==> src/rtl/tank_pkg.sv <==
`default_nettype none
// ============================================================================
// Module   : tank_pkg
// Brief    : Shared constants, codes and state type for the tank game judge.
// Revision : 1.0 - initial release
// ============================================================================
package tank_pkg;

    localparam int DEF_TANK_SIZE   = 32;
    localparam int DEF_BULLET_SIZE = 8;

    localparam logic [1:0] BULLET_NONE = 2'b00;
    localparam logic [1:0] BULLET_LIVE = 2'b01;

    localparam logic [1:0] WINNER_NONE = 2'b00;
    localparam logic [1:0] WINNER_P0   = 2'b01;
    localparam logic [1:0] WINNER_P1   = 2'b10;
    localparam logic [1:0] WINNER_DRAW = 2'b11;

    // Shared with the tank controllers
    localparam logic [2:0] DIR_UP    = 3'd1;
    localparam logic [2:0] DIR_RIGHT = 3'd2;
    localparam logic [2:0] DIR_LEFT  = 3'd3;
    localparam logic [2:0] DIR_DOWN  = 3'd4;

    typedef enum logic [1:0] {
        PLAY      = 2'd0,
        PAUSE     = 2'd1,
        GAME_OVER = 2'd2
    } state_t;

endpackage
`default_nettype wire

==> src/rtl/box_overlap.sv <==
`default_nettype none
// ============================================================================
// Module   : box_overlap
// Brief    : Inclusive axis-aligned overlap test of two square boxes.
// Revision : 1.0 - initial release
// ============================================================================
module box_overlap #(
    parameter int A_SIZE = 8,
    parameter int B_SIZE = 32
) (
    input  logic [9:0] i_ax,
    input  logic [9:0] i_ay,
    input  logic [9:0] i_bx,
    input  logic [9:0] i_by,
    output logic       o_overlap
);
    localparam logic [10:0] c_A = 11'(A_SIZE);
    localparam logic [10:0] c_B = 11'(B_SIZE);

    // One extra bit so that corner + size can never wrap
    logic [10:0] w_ax, w_ay, w_bx, w_by;

    assign w_ax = {1'b0, i_ax};
    assign w_ay = {1'b0, i_ay};
    assign w_bx = {1'b0, i_bx};
    assign w_by = {1'b0, i_by};

    assign o_overlap = (w_ax <= w_bx + c_B) && (w_bx <= w_ax + c_A) &&
                       (w_ay <= w_by + c_B) && (w_by <= w_ay + c_A);

endmodule
`default_nettype wire

==> src/rtl/tank_hit_judge.sv <==
`default_nettype none
// ============================================================================
// Module   : tank_hit_judge
// Brief    : Per-frame bullet/tank collision judge, scoring and round FSM.
//            Optional BULLET_CANCEL_EN: colliding live bullets cancel out.
// Revision : 1.0 - initial release
// ============================================================================
module tank_hit_judge
    import tank_pkg::*;
#(
    parameter int TANK_SIZE    = DEF_TANK_SIZE,
    parameter int BULLET_SIZE  = DEF_BULLET_SIZE,
    parameter int WIN_SCORE    = 5,
    parameter int PAUSE_FRAMES = 60
) (
    input  logic       Clk,
    input  logic       Reset,
    input  logic       frame_clk,
    input  logic       restart,
    input  logic [9:0] tank0_X,
    input  logic [9:0] tank0_Y,
    input  logic [9:0] tank1_X,
    input  logic [9:0] tank1_Y,
    input  logic [9:0] bullet0_X,
    input  logic [9:0] bullet0_Y,
    input  logic [9:0] bullet1_X,
    input  logic [9:0] bullet1_Y,
    input  logic [1:0] hit0,
    input  logic [1:0] hit1,
    output logic [1:0] bull_hit0,
    output logic [1:0] bull_hit1,
    output logic       can_move0,
    output logic       can_move1,
    output logic [3:0] score0,
    output logic [3:0] score1,
    output logic       round_reset,
    output logic       game_over,
    output logic [1:0] winner
);
    localparam int                 c_CNT_W    = (PAUSE_FRAMES > 1) ? $clog2(PAUSE_FRAMES) : 1;
    localparam logic [c_CNT_W-1:0] c_CNT_LOAD = c_CNT_W'(PAUSE_FRAMES - 1);
    localparam logic [c_CNT_W-1:0] c_CNT_ONE  = c_CNT_W'(1);
    localparam logic [3:0]         c_WIN      = 4'(WIN_SCORE);

    logic               r_frame_d, r_frame_rise;
    state_t             r_state, w_state_n;
    logic [c_CNT_W-1:0] r_cnt, w_cnt_n;
    logic [3:0]         w_score0_n, w_score1_n, w_s0_inc, w_s1_inc;
    logic [1:0]         w_bh0_n, w_bh1_n, w_winner_n;
    logic               w_cm0_n, w_cm1_n, w_rr_n, w_go_n;
    logic               w_tanks_ovl, w_b0_t1, w_b1_t0, w_h0, w_h1, w_cancel;

    box_overlap #(.A_SIZE(TANK_SIZE), .B_SIZE(TANK_SIZE)) u_tank_tank (
        .i_ax(tank0_X), .i_ay(tank0_Y), .i_bx(tank1_X), .i_by(tank1_Y), .o_overlap(w_tanks_ovl)
    );
    box_overlap #(.A_SIZE(BULLET_SIZE), .B_SIZE(TANK_SIZE)) u_b0_t1 (
        .i_ax(bullet0_X), .i_ay(bullet0_Y), .i_bx(tank1_X), .i_by(tank1_Y), .o_overlap(w_b0_t1)
    );
    box_overlap #(.A_SIZE(BULLET_SIZE), .B_SIZE(TANK_SIZE)) u_b1_t0 (
        .i_ax(bullet1_X), .i_ay(bullet1_Y), .i_bx(tank0_X), .i_by(tank0_Y), .o_overlap(w_b1_t0)
    );

`ifdef BULLET_CANCEL_EN
    logic w_bullets_ovl;
    box_overlap #(.A_SIZE(BULLET_SIZE), .B_SIZE(BULLET_SIZE)) u_b0_b1 (
        .i_ax(bullet0_X), .i_ay(bullet0_Y), .i_bx(bullet1_X), .i_by(bullet1_Y), .o_overlap(w_bullets_ovl)
    );
    assign w_cancel = (hit0 == BULLET_LIVE) && (hit1 == BULLET_LIVE) && w_bullets_ovl;
`else
    assign w_cancel = 1'b0;
`endif

    assign w_h0     = (hit0 == BULLET_LIVE) && w_b0_t1;
    assign w_h1     = (hit1 == BULLET_LIVE) && w_b1_t0;
    assign w_s0_inc = (score0 >= c_WIN) ? score0 : score0 + 4'd1;
    assign w_s1_inc = (score1 >= c_WIN) ? score1 : score1 + 4'd1;

    always_comb begin
        w_state_n  = r_state;
        w_cnt_n    = r_cnt;
        w_score0_n = score0;
        w_score1_n = score1;
        w_bh0_n    = bull_hit0;
        w_bh1_n    = bull_hit1;
        w_cm0_n    = can_move0;
        w_cm1_n    = can_move1;
        w_rr_n     = round_reset;
        w_go_n     = game_over;
        w_winner_n = winner;
        case (r_state)
            PLAY: begin
                if (r_frame_rise) begin
                    w_cm0_n = ~w_tanks_ovl;
                    w_cm1_n = ~w_tanks_ovl;
                    if (w_cancel) begin
                        w_bh0_n = BULLET_NONE;
                        w_bh1_n = BULLET_NONE;
                    end else begin
                        w_bh0_n    = w_h0 ? BULLET_NONE : BULLET_LIVE;
                        w_bh1_n    = w_h1 ? BULLET_NONE : BULLET_LIVE;
                        w_score0_n = w_h0 ? w_s0_inc : score0;
                        w_score1_n = w_h1 ? w_s1_inc : score1;
                        if ((w_score0_n == c_WIN) || (w_score1_n == c_WIN)) begin
                            // Bit 0 flags player 0, bit 1 player 1; both set is a draw
                            w_state_n  = GAME_OVER;
                            w_rr_n     = 1'b1;
                            w_go_n     = 1'b1;
                            w_winner_n = {w_score1_n == c_WIN, w_score0_n == c_WIN};
                        end else if (w_h0 || w_h1) begin
                            w_state_n = PAUSE;
                            w_cnt_n   = c_CNT_LOAD;
                            w_rr_n    = 1'b1;
                        end
                    end
                end
            end
            PAUSE: begin
                w_rr_n  = 1'b1;
                w_bh0_n = BULLET_NONE;
                w_bh1_n = BULLET_NONE;
                w_cm0_n = 1'b1;
                w_cm1_n = 1'b1;
                if (r_frame_rise) begin
                    if (r_cnt == '0) begin
                        w_state_n = PLAY;
                        w_rr_n    = 1'b0;
                        w_bh0_n   = BULLET_LIVE;
                        w_bh1_n   = BULLET_LIVE;
                    end else begin
                        w_cnt_n = r_cnt - c_CNT_ONE;
                    end
                end
            end
            GAME_OVER: begin
                w_rr_n  = 1'b1;
                w_go_n  = 1'b1;
                w_bh0_n = BULLET_NONE;
                w_bh1_n = BULLET_NONE;
                if (restart) begin
                    w_state_n  = PLAY;
                    w_cnt_n    = '0;
                    w_score0_n = 4'd0;
                    w_score1_n = 4'd0;
                    w_bh0_n    = BULLET_LIVE;
                    w_bh1_n    = BULLET_LIVE;
                    w_cm0_n    = 1'b1;
                    w_cm1_n    = 1'b1;
                    w_rr_n     = 1'b0;
                    w_go_n     = 1'b0;
                    w_winner_n = WINNER_NONE;
                end
            end
            default: w_state_n = PLAY;
        endcase
    end

    always_ff @(posedge Clk) begin
        if (Reset) begin
            r_frame_d    <= 1'b0;
            r_frame_rise <= 1'b0;
            r_state      <= PLAY;
            r_cnt        <= '0;
            score0       <= 4'd0;
            score1       <= 4'd0;
            bull_hit0    <= BULLET_LIVE;
            bull_hit1    <= BULLET_LIVE;
            can_move0    <= 1'b1;
            can_move1    <= 1'b1;
            round_reset  <= 1'b0;
            game_over    <= 1'b0;
            winner       <= WINNER_NONE;
        end else begin
            r_frame_d    <= frame_clk;
            r_frame_rise <= frame_clk & ~r_frame_d;
            r_state      <= w_state_n;
            r_cnt        <= w_cnt_n;
            score0       <= w_score0_n;
            score1       <= w_score1_n;
            bull_hit0    <= w_bh0_n;
            bull_hit1    <= w_bh1_n;
            can_move0    <= w_cm0_n;
            can_move1    <= w_cm1_n;
            round_reset  <= w_rr_n;
            game_over    <= w_go_n;
            winner       <= w_winner_n;
        end
    end

endmodule
`default_nettype wire
==> config.mk <==
export PLATFORM = sky130hd
export DESIGN_NAME = tank_hit_judge
export DESIGN_NICKNAME = d
export VERILOG_FILES = /design/src/rtl/tank_pkg.sv /design/src/rtl/box_overlap.sv /design/src/rtl/tank_hit_judge.sv
export SDC_FILE = /design/constraint.sdc
export NUM_CORES = 1
export LEC_CHECK = 0
export BUFFER_PORTS_ARGS = -buffer_cell sky130_fd_sc_hd__buf_4
export CAP_MARGIN = 0
export CORE_AREA = 5 5 135 137
export CTS_CLUSTER_SIZE = 28
export DETAILED_ROUTE_END_ITERATION = 6
export DIE_AREA = 0 0 140 142
export GPL_TIMING_DRIVEN = 0
export SLEW_MARGIN = 40
export SYNTH_ARGS = -nofsm -noshare
export SYNTH_HDL_FRONTEND = slang
export SYNTH_HIERARCHICAL = 1
export SYNTH_SLANG_ARGS = --single-unit
==> constraint.sdc <==
create_clock -name Clk -period 5.5 [get_ports Clk]
set_input_delay 0 -clock Clk [delete_from_list [all_inputs] [get_ports Clk]]
set_output_delay 0 -clock Clk [all_outputs]
set_load 0.005 [all_outputs]
==> out/metrics.cfg <==
[clock_network]
clk_pin_slew_ns = 0.06
ctsResizeCount = 0
cts_tree = yes
clock_latency_ns = 0.26
ctsRootBufferMaster = clkbuf_16
numCtsBuffers = 3
ctsLongestPathBuffers = 2
htree_num_levels = 1
cts.sinks = 25

[worst_setup_path]
r2r_start = score1[0]
critPathMaxFanout = 8
critPathBufInv = 1
path_cells = buf_4 -> ha_1 -> and3_1 -> nand3_1 -> xor2_1 -> ha_1 -> a21oi_2 -> or3b_1 -> o21ai_1 -> and4_1 -> nand3b_4 -> or4_1 -> a21oi_2 -> nor4_2 -> a21oi_1 -> mux2_2
crit_slowest_cell = or4_1
reg2regPathDepth = 7
crit_path_end_kind = flop
arrival_ns = 3.69
crit_required_ns = 5.65
cp_slowest_stage_delay_ns = 0.43
cpLargestDelayFamily = simple AND/OR/NAND/NOR gates
critPathLaunch = bullet1_X[3]
startpoint_type = input port
crit_type = input port to flop
crit_cells = 16

[routing]
drt-pass1-iter-count = 4
final_antenna_net_count = 0
vias = 5082
routedWlPerCell_um = 13.50
drt-total-wl_mm = 13.73
drt_iter0_drc = 264
drc = 0
routed_via_density = 4.997

[finish]
syn_to_final_growth_pct = 21.56
final_cell_mix = 141 x ha_1, 105 x buf_4, 86 x inv_1
antenna_cells = 0
finalNonFillerCells = 1017
final_common_cell = ha_1
fin_nets = 1022
fillers = 1793
layout-drive-gt1-share = 0.1654

[sta]
hold_slack_ns = 0.1556
relSlewSlack = 0.4862
drv_slew = 0
setup_violations = 0
finalCriticalPeriod_ns = 3.543
fin_tns_setup_ns = 0
fmax_mhz = 282.2
rsz0062_at_grt = no
period_share = 0.6442
skew_ns = 0.002043
hold_viol_final = 0
tightest_slew_ns = 0.7636

[power_and_ir_drop]
power_leakage_nw = 3.206
ir_drop_uv = 95.10
p_per_area_nw_per_um2 = 128.0
finalPower_w = 0.0008274

[floorplanning]
dieArea_sq_um = 19880
rows = 48
initial_core_util = 0.3139
design.core.area_sq_um = 16940
die_x_um = 140
die_h_um = 142
num_io_pins = 106

[yosys]
synthFlopType = dfxtp_1
synth_warnings = 6
ys_seq_elements = 25
async_reset_ff_frac = 0
ys_types = 62
avgSynthCellArea_sq_um = 7.772
syn_area_sq_um = 5316
synthCells = 684
synth_edf_count = 0
ys_seq_area_frac = 0.09414

[grt]
grt_max_degree = 14
grt_first_pass_wirelength_mm = 23.18
overflow = 0
track_usage = 0.1339
antenna_found_initial = 0
grt_pass1_vias = 4810

[run_status]
status = completed

[hold_path]
hold_path.class = input port to flop
hp-start = Reset
hold_depth = 2

[placed_design]
gp_congestion = 0.8284
placed_cells = 1012
dp_hpwl_mm = 11.62
port_buffers = 102

[flow_run]
maxCapViolCount = 0

synthesized netlist by cell type, drive strengths merged, types with 3 or more instances:
master | count | area, sq um
ha | 141 | 1764
inv | 86 | 322.8
a21oi | 69 | 367.9
nand3 | 61 | 305.3
nand2 | 28 | 105.1
xor2 | 28 | 245.2
dfxtp | 25 | 500.5
a21o | 24 | 180.2
o21ai | 24 | 120.1
nor2 | 22 | 82.58
xnor2 | 16 | 140.1
and3 | 15 | 95.09
nor3 | 14 | 70.07
nor2b | 11 | 68.82
a211oi | 8 | 60.06
nand2b | 8 | 50.05
nand3b | 8 | 85.08
and4 | 7 | 61.31
o211ai | 7 | 57.55
clkbuf | 6 | 22.52
nor4 | 6 | 43.79
nand4 | 5 | 31.28
or2 | 5 | 31.28
a211o | 4 | 35.03
a21boi | 4 | 33.78
nand4b | 4 | 35.03
buf | 3 | 22.52
or3b | 3 | 26.28
or4 | 3 | 22.52
power breakdown:
part           total (W)  switching [W]  internal (W)
Clock           0.000164      0.0000645     0.0000992
Sequential      0.000197     0.00000794      0.000189
Combinational   0.000466       0.000251      0.000216
area by class of cell:
cell class                 instances  area, sq um  area share
multi-input combinational        565         4458      0.6898
timing repair buffer             103        775.7      0.1200
sequential                        25        500.5     0.07744
buffer                             9        45.04    0.006970
inverter                          86        322.8     0.04995
clock buffer                       4        78.83     0.01220
tap                              225        281.5     0.04356
registers in the layout (all words and copies together), names as in the netlist:
register,cells
r_frame_d,1
winner,2
r_frame_rise,1
bull_hit1,1
score0,4
r_cnt,6
game_over,1
score1,4
bull_hit0,1
round_reset,1
r_state,2
can_move1,1
cell families (layout without fill, tap and decap cells):
family,Yosys count,in the layout,share of synthesized area
AOI/OAI and AO/OA,170,170,0.2102
xor gates and xnor gates,44,44,0.07249
adders and majority gates,141,141,0.3318
buffers and inverters,95,202,0.06919
DFF,25,25,0.09414
muxes,2,2,0.004001
other,1,2,0.0007054
and+or+nand+nor,206,206,0.2175
routing by layer:
metal  track usage  share of wire  vias to the layer above
met5             0              0                        -
met4       0.01734         0.0078                        0
met2        0.2175           0.45                      104
met3       0.01210          0.039                        6
li1              -              -                     2687
met1        0.1984           0.51                     2285
worst paths after layout:
kind                        to  slack (ns)
hold reg to reg   r_frame_rise        0.38
hold / removal       r_frame_d        0.16
setup / recovery     game_over        1.96
setup reg to reg     game_over        3.06
metrics by stage:
step	utilization	setup slack, ns	cell area [sq um]
global placement	0.3760	1.725	6367
floorplan	-	2.361	5320
CTS	0.3812	1.957	6456
finish	0.3816	1.957	6462
global route	0.3816	1.819	6462
detailed placement	0.3760	1.684	6367
timing repair:
item                                    in CTS  in global routing
hold buffers                                 1                  0
endpoints found under the setup margin       0                  0
hold endpoints to repair                     1                  0
buffers inserted                             0                  0
(Power assumes the default switching activity.)
